## config.mk

```make
export PLATFORM = sky130hd
export DESIGN_NAME = axil_cfg_arbiter
export DESIGN_NICKNAME = d
export VERILOG_FILES = /design/src/rtl/axil_cfg_arbiter.sv
export SDC_FILE = /design/constraint.sdc
export NUM_CORES = 1
export LEC_CHECK = 0
export BUFFER_PORTS_ARGS = -buffer_cell sky130_fd_sc_hd__buf_2
export CAP_MARGIN = 20
export CORE_MARGIN = 1.5
export CORE_UTILIZATION = 42
export CTS_CLUSTER_SIZE = 8
export DETAILED_ROUTE_END_ITERATION = 8
export GPL_TIMING_DRIVEN = 1
export PLACE_DENSITY_LB_ADDON = 0.2
export SYNTH_ARGS = -nofsm -noshare
export SYNTH_HDL_FRONTEND = slang
export SYNTH_SLANG_ARGS = --single-unit
```

## constraint.sdc

```tcl
create_clock -name clk -period 3.2 [get_ports clk]
set_input_delay 0.16 -clock clk [delete_from_list [all_inputs] [get_ports clk]]
set_output_delay 0.16 -clock clk [all_outputs]
set_load 0.01 [all_outputs]
```

## src/rtl/axil_cfg_arbiter.sv

```systemverilog
`default_nettype none
// ============================================================================
// Module   : axil_cfg_arbiter
// Brief    : Round-robin arbiter sharing one AXI4-Lite config slave among
//            NUM_REQ requesters, one outstanding transaction at a time.
// Revision : 1.0
// ============================================================================
module axil_cfg_arbiter #(
    parameter int NUM_REQ    = 2,
    parameter int ADDR_WIDTH = 32,
    parameter int DATA_WIDTH = 32
) (
    input  logic                          clk,
    input  logic                          reset,
    input  logic [NUM_REQ-1:0]            req_valid,
    output logic [NUM_REQ-1:0]            req_ready,
    input  logic [NUM_REQ-1:0]            req_write,
    input  logic [NUM_REQ*ADDR_WIDTH-1:0] req_addr,
    input  logic [NUM_REQ*DATA_WIDTH-1:0] req_wdata,
    output logic [NUM_REQ-1:0]            rsp_valid,
    output logic [DATA_WIDTH-1:0]         rsp_rdata,
    output logic                          rsp_err,
    output logic [ADDR_WIDTH-1:0]         awaddr,
    output logic                          awvalid,
    input  logic                          awready,
    output logic [DATA_WIDTH-1:0]         wdata,
    output logic                          wvalid,
    input  logic                          wready,
    input  logic [1:0]                    bresp,
    input  logic                          bvalid,
    output logic                          bready,
    output logic [ADDR_WIDTH-1:0]         araddr,
    output logic                          arvalid,
    input  logic                          arready,
    input  logic [DATA_WIDTH-1:0]         rdata,
    input  logic [1:0]                    rresp,
    input  logic                          rvalid,
    output logic                          rready
);

    localparam int c_IDX_W = $clog2(NUM_REQ);

    localparam logic [2:0] c_IDLE    = 3'd0;
    localparam logic [2:0] c_WR_REQ  = 3'd1;
    localparam logic [2:0] c_WR_RESP = 3'd2;
    localparam logic [2:0] c_RD_REQ  = 3'd3;
    localparam logic [2:0] c_RD_RESP = 3'd4;
    localparam logic [2:0] c_DONE    = 3'd5;

    logic [2:0]            r_state;
    logic [c_IDX_W-1:0]    r_rr_ptr;
    logic [c_IDX_W-1:0]    r_owner;
    logic                  r_aw_done;
    logic                  r_w_done;

    logic                  w_gnt_found;
    logic [c_IDX_W-1:0]    w_gnt_idx;
    logic [c_IDX_W-1:0]    w_sel;
    logic [c_IDX_W-1:0]    w_ptr_next;
    logic                  w_accept;
    logic                  w_sel_write;
    logic [ADDR_WIDTH-1:0] w_sel_addr;
    logic [DATA_WIDTH-1:0] w_sel_wdata;
    logic                  w_aw_fire;
    logic                  w_w_fire;

    // Scan downwards from the farthest offset so the nearest valid index at or after rr_ptr wins.
    always_comb begin
        w_gnt_found = 1'b0;
        w_gnt_idx   = '0;
        w_sel       = '0;
        for (int k = NUM_REQ - 1; k >= 0; k--) begin
            w_sel = c_IDX_W'((int'(r_rr_ptr) + k) % NUM_REQ);
            if (req_valid[w_sel]) begin
                w_gnt_found = 1'b1;
                w_gnt_idx   = w_sel;
            end
        end
    end

    always_comb begin
        w_sel_write = 1'b0;
        w_sel_addr  = '0;
        w_sel_wdata = '0;
        for (int i = 0; i < NUM_REQ; i++) begin
            if (w_gnt_idx == c_IDX_W'(i)) begin
                w_sel_write = req_write[i];
                w_sel_addr  = req_addr[i*ADDR_WIDTH +: ADDR_WIDTH];
                w_sel_wdata = req_wdata[i*DATA_WIDTH +: DATA_WIDTH];
            end
        end
    end

    assign w_accept   = !reset && (r_state == c_IDLE) && w_gnt_found;
    assign w_ptr_next = (w_gnt_idx == c_IDX_W'(NUM_REQ - 1)) ? '0 : w_gnt_idx + 1'b1;
    assign w_aw_fire  = awvalid && awready;
    assign w_w_fire   = wvalid && wready;

    always_comb begin
        req_ready = '0;
        if (w_accept) begin
            req_ready[w_gnt_idx] = 1'b1;
        end
    end

    always_ff @(posedge clk) begin
        if (reset) begin
            r_state   <= c_IDLE;
            r_rr_ptr  <= '0;
            r_owner   <= '0;
            r_aw_done <= 1'b0;
            r_w_done  <= 1'b0;
            rsp_valid <= '0;
            rsp_rdata <= '0;
            rsp_err   <= 1'b0;
            awaddr    <= '0;
            awvalid   <= 1'b0;
            wdata     <= '0;
            wvalid    <= 1'b0;
            bready    <= 1'b0;
            araddr    <= '0;
            arvalid   <= 1'b0;
            rready    <= 1'b0;
        end else begin
            case (r_state)
                c_IDLE: begin
                    if (w_accept) begin
                        r_owner  <= w_gnt_idx;
                        r_rr_ptr <= w_ptr_next;
                        if (w_sel_write) begin
                            awaddr  <= w_sel_addr;
                            wdata   <= w_sel_wdata;
                            awvalid <= 1'b1;
                            wvalid  <= 1'b1;
                            r_state <= c_WR_REQ;
                        end else begin
                            araddr  <= w_sel_addr;
                            arvalid <= 1'b1;
                            r_state <= c_RD_REQ;
                        end
                    end
                end
                c_WR_REQ: begin
                    if (w_aw_fire) begin
                        awvalid   <= 1'b0;
                        r_aw_done <= 1'b1;
                    end
                    if (w_w_fire) begin
                        wvalid   <= 1'b0;
                        r_w_done <= 1'b1;
                    end
                    // AW and W may complete in the same cycle or in either order.
                    if ((r_aw_done || w_aw_fire) && (r_w_done || w_w_fire)) begin
                        r_aw_done <= 1'b0;
                        r_w_done  <= 1'b0;
                        bready    <= 1'b1;
                        r_state   <= c_WR_RESP;
                    end
                end
                c_WR_RESP: begin
                    if (bvalid) begin
                        bready             <= 1'b0;
                        rsp_valid[r_owner] <= 1'b1;
                        rsp_rdata          <= '0;
                        rsp_err            <= (bresp != 2'b00);
                        r_state            <= c_DONE;
                    end
                end
                c_RD_REQ: begin
                    if (arready) begin
                        arvalid <= 1'b0;
                        rready  <= 1'b1;
                        r_state <= c_RD_RESP;
                    end
                end
                c_RD_RESP: begin
                    if (rvalid) begin
                        rready             <= 1'b0;
                        rsp_valid[r_owner] <= 1'b1;
                        rsp_rdata          <= rdata;
                        rsp_err            <= (rresp != 2'b00);
                        r_state            <= c_DONE;
                    end
                end
                c_DONE: begin
                    rsp_valid <= '0;
                    rsp_rdata <= '0;
                    rsp_err   <= 1'b0;
                    r_state   <= c_IDLE;
                end
                default: begin
                    r_state <= c_IDLE;
                end
            endcase
        end
    end

endmodule
`default_nettype wire
```

# Word-level counts from Yosys, hierarchy flattened
# Cells that the tools add are included.
# classes
add_sub_neg	2
order_cmp	6
eq_ne	14
mux	53
bitwise	2
n_reduce_logical	32
# op_table
cell	count
two-way mux 32 bit	4
one-hot mux 32 bit (3 select lines)	1
two-way mux 1 bit	29
inequality test 2 bit, second input constant	9
nonzero test 2 bit	8
two-way mux 3 bit	5
one-hot mux 3 bit (5 select lines)	1
AND reduction 3 bit	5
AND reduction 4 bit	3
one-hot mux 1 bit (2 select lines)	5
less-than comparator 1 x 2 -> 1 bit, second input constant	4
two-way mux 2 bit	4
logical AND 1 bit	7
equality test 3 x 2 -> 1 bit, second input constant	2
equality test 3 bit, second input constant	2
one-hot mux 2 bit (3 select lines)	1
AND reduction 2 bit	3
AND reduction 5 bit	1
equality test 3 x 1 -> 1 bit, second input constant	1
zero test 3 bit	1
one-hot mux 1 bit (3 select lines)	1
nonzero test 3 bit	1
adder 1 bit, second input constant	2
demux 1 bit (select 1 bit)	2
other kinds (5)	7
# word_totals
regBits	143
output_inout_bits	138
wordCells	125

# Logic depth before layout (Yosys ltp)
# logic_depth
ltp_word	10
depth_mapped	8
ltp_nobuf	4

# Worst setup path after synthesis
# No wires, ideal clock.
# synth_timing
path_kind	register to register
from	register r_state[0]
to	register awaddr[0]
setup_ns	0.124
t_arrival_ns	1.475
required_ns	3.076
slack_ns	1.601
path_stages_with_launch	9
period_less_slack_ns	1.599
path_cell_list	dfxtp_1 > clkbuf_2 > nor2_2 > nor4b_4 > a21bo_1 > clkbuf_1 > buf_6 > buf_6 > mux2i_1
# synth_between
elab_chain_cells	4
# synth_lines
item	line	source
start: declaration	50	logic [2:0] r_state;
start signal: assignment	108	r_state <= c_IDLE;
start signal: assignment	135	r_state <= c_WR_REQ;
start signal: assignment	139	r_state <= c_RD_REQ;
zero test 3 bit (*)	94, 125	
logical AND 1 bit (2 in a row)	94	assign w_accept = !reset && (r_state == c_IDLE) && w_gnt_found;
AND reduction 3 bit (no line) (*)	-	
end signal: assignment	131	awaddr <= w_sel_addr;
end: declaration	23	output logic [ADDR_WIDTH-1:0] awaddr,
# Mark *: on every way between the ends. The rest lies on a longest branch, timed or not.
# A chain may end at the register's enable or synchronous reset.

# Worst setup path in the final report
# layout_timing
from	register r_rr_ptr
to	output port req_ready[0]
# layout_between
elab_chain_cells	10
word_cells_on_any_way	16
cone_classes	add/sub (1); order compare (2); mux (11); reduce/logical (2)
# layout_lines
item	line	source
start: declaration	51	logic [c_IDX_W-1:0] r_rr_ptr;
start signal: assignment	129	r_rr_ptr <= w_ptr_next;
adder 1 bit	73	w_sel = c_IDX_W'((int'(r_rr_ptr) + k) % NUM_REQ);
two-way mux 1 bit (not written as such) (2 in a row)	74	if (req_valid[w_sel]) begin
two-way mux 1 bit (2 in a row)	74	
less-than comparator 1 x 2 -> 1 bit (not written as such) / >= comparator 1 bit (equally long branches)	102	req_ready[w_gnt_idx] = 1'b1;
logical AND 1 bit (not written as such)	102	
two-way mux 1 bit (not written as such)	102	
demux 1 bit (select 1 bit)	102	
two-way mux 2 bit (*)	101	if (w_accept) begin
end: declaration	16	output logic [NUM_REQ-1:0] req_ready,
# Mark *: on every way between the ends. The rest lies on a longest branch, timed or not. The select of a mux whose other input is x is not followed.

==> results.yml <==
run_status:
  status: "completed"
clocking:
  cts_root_buf: "clkbuf_16"
  cts_resized: 0
  postCtsSetupRepairBufs: 0
  cts_tree: "yes"
  clock_path_buffers: 2
  cts_num_sinks: 143
  cts_made_buffers: 17
  cts_hold_buffers: 0
  clk_latency_ns: 0.41
  h-tree-depth: 4
  clk_pin_slew_ns: 0.06
timing:
  timing.final.crit_share_pct: 68.9
  skew_ns: 0.00933
  finalCriticalPeriod_ns: 2.21
  slew_viol_final: 0
  setup_viol: 0
  hold_viol: 0
  rsz0062_at_grt: "no"
  slew_headroom_pct: 57.0
  setup_tns_ns: 0
  worst-slew-pin-transition_ns: 0.645
  max_freq_mhz: 453
yosys:
  syn_nets: 791
  synth.top_cell.area_share_pct: 46.4
  post_synth_most_frequent_cells: "194 x mux2i_1, 143 x dfxtp_1, 100 x nand2_1"
  yosys_warnings: 0
  yosys.area.top_type: "dfxtp_1"
  synth_area_leaders: "dfxtp_1 46%, mux2i_1 31%, nand2_1 6.1%, and2_1 3.3%, nor2_1 2.5%"
  yosysMostFrequentCell: "mux2i_1"
  synth_edf_count: 0
  synth_area_um2: 6170
  syn_area_per_cell_um2: 10.0
  synth_flop_cell: "dfxtp_1"
  ys_ff_latch: 143
  synthArstFlopShare_pct: 0
  synth_cell_types: 37
  synthesis.instances: 616
  ys_seq_area_share_pct: 46.4
grt:
  gr-usage-all-layers_pct: 20.5
  grt_pass1_vias: 5117
  met2_usage_pct: 34.3
  grt_first_pass_wirelength_um: 25600
  antenna_found_initial: 0
  grt.busiest_layer: "met2"
  grt_max_degree: 102
  met3_usage_pct: 6.08
  grt_overflow: 0
  grtUsageMet1_pct: 24.5
cells_and_area:
  fin_nets: 1089
  syn_to_final_growth_pct: 36.1
  drive_gt1_share_pct: 39.5
  fin_util_pct: 58.2
  final_area_um2: 8400
  final_cells: 1111
  antenna_cells: 0
  fillers: 1336
critical_path:
  rr_endpoint: "rsp_err"
  setup.worst_path.class: "register to output port"
  cp_max_fo: 29
  r2r-start: "r_state[1]"
  crit_arrival_ns: 2.05
  crit_start: "r_rr_ptr"
  critPathLaunchType: "register"
  cp.required_ns: 3.04
  setup.worst_path.end_class: "output port"
  reg2reg_slack_ns: 1.10
  r2r_cells: 5
power_and_ir_drop:
  max-vdd-ir-drop_uv: 357
  p_leak_nw: 4.77
  p_per_area_nw_per_um2: 660
route:
  drt-pass1-iter-count: 4
  wl_per_cell_um: 14.2
  drtIter0Drc: 179
  drt.antenna.violating_nets: 0
  drcViolationCount: 0
  route.vias.total: 5283
  vias_per_cell: 4.76
  wl_um: 15700
die:
  start_util_pct: 42.8
  rows: 44
  core_area_um2: 14400
  dieArea_um2: 15400
  die_x_um: 124
  ios: 313
  fp.dieH_um: 124
min_path:
  worstHoldEndpoint: "wdata[26]"
  hold_path_depth: 3
  hp-start: "req_wdata[58]"
  hp-class: "input pin to register"
placed_design:
  io_buffer_count: 312
  dpl.cell_count: 1079
  place_hpwl_um: 11500
  place_congestion: 0.745
  placed_cell_area_um2: 7880
run:
  maxCapViolations: 0
-- state kept, by name, summed over array words and instances (netlist names), 2 cells and up --
signal	count
araddr	32
rsp_valid	2
wdata	32
r_state	3
rsp_rdata	32
awaddr	32
-- per-stage QoR --
step | hold WS, ns | worst slack, ns | power [mW]
floorplan | 0.343 | 1.60 | 3.27
global placement | 0.433 | 1.09 | 3.87
detailed placement | 0.439 | 1.08 | 3.88
CTS | 0.00140 | 0.965 | 5.61
global route | 0.0193 | 0.833 | 5.87
finish | 0.0186 | 0.995 | 5.54
-- kinds of logic after synthesis --
family / Yosys count / share of synthesized area, %
multiplexers: 194 / 31.5
buffers and inverters: 55 / 4.34
AND/OR/NAND/NOR: 193 / 14.2
AO/OA/AOI/OAI: 31 / 3.59
flip-flops: 143 / 46.4
-- final cells by class --
cell class	instances	area (um^2)	area share, %
Multi-Input combinational cell	418	3080	36.7
Sequential cell	143	2860	34.1
Timing Repair Buffer	325	1670	19.9
Clock buffer	20	447	5.32
Tap cell	184	230	2.74
Clock inverter	12	71.3	0.849
Inverter	9	33.8	0.402
-- layout by cell type (no fill, tap or decap), types with 2 or more instances in the layout --
cell	n
a211oi_1	4
clkinv_2	8
inv_1	8
buf_2	312
and2_1	33
and3_1	2
nand2_1	100
clkbuf_1	2
a21oi_1	9
nand2b_1	2
o311ai_0	2
o21ai_0	3
clkinvlp_4	3
o221a_2	2
nor3_1	2
dfxtp_1	143
a21o_1	2
mux2i_1	194
buf_4	12
clkbuf_16	17
nor2_1	41
nor2b_1	4
-- layer usage --
layer  wire length [um]  share of wire [%]
met5                  0                  0
met4                366                2.3
met3               1020                6.5
met2               7560                 48
met1               6790                 43
-- critical path: stages (launching register included) --
cell and delay (ns):
dfxtp_1 0.31, nor2b_1 0.22, nand2b_4 0.51, buf_4 0.28
and2_1 0.17, buf_2 0.15
-- how the worst max path moves through the flow --
stage	to	slack (ns)	depth (start not counted)
2_1_floorplan	awaddr[0]	1.60	8
3_3_place_gp	araddr[6]	1.09	5
3_5_place_dp	araddr[15]	1.08	5
4_1_cts	req_ready[0]	0.96	5
5_1_grt	req_ready[0]	0.83	5
6_report	req_ready[0]	0.99	5
-- where the power goes --
group / internal [mW] / switching (mW) / leakage [nW]
clock network: 0.998 / 0.720 / 0.255
logic: 0.728 / 0.832 / 3.35
registers: 2.09 / 0.174 / 1.17
Power figures use the tool's default switching activity.
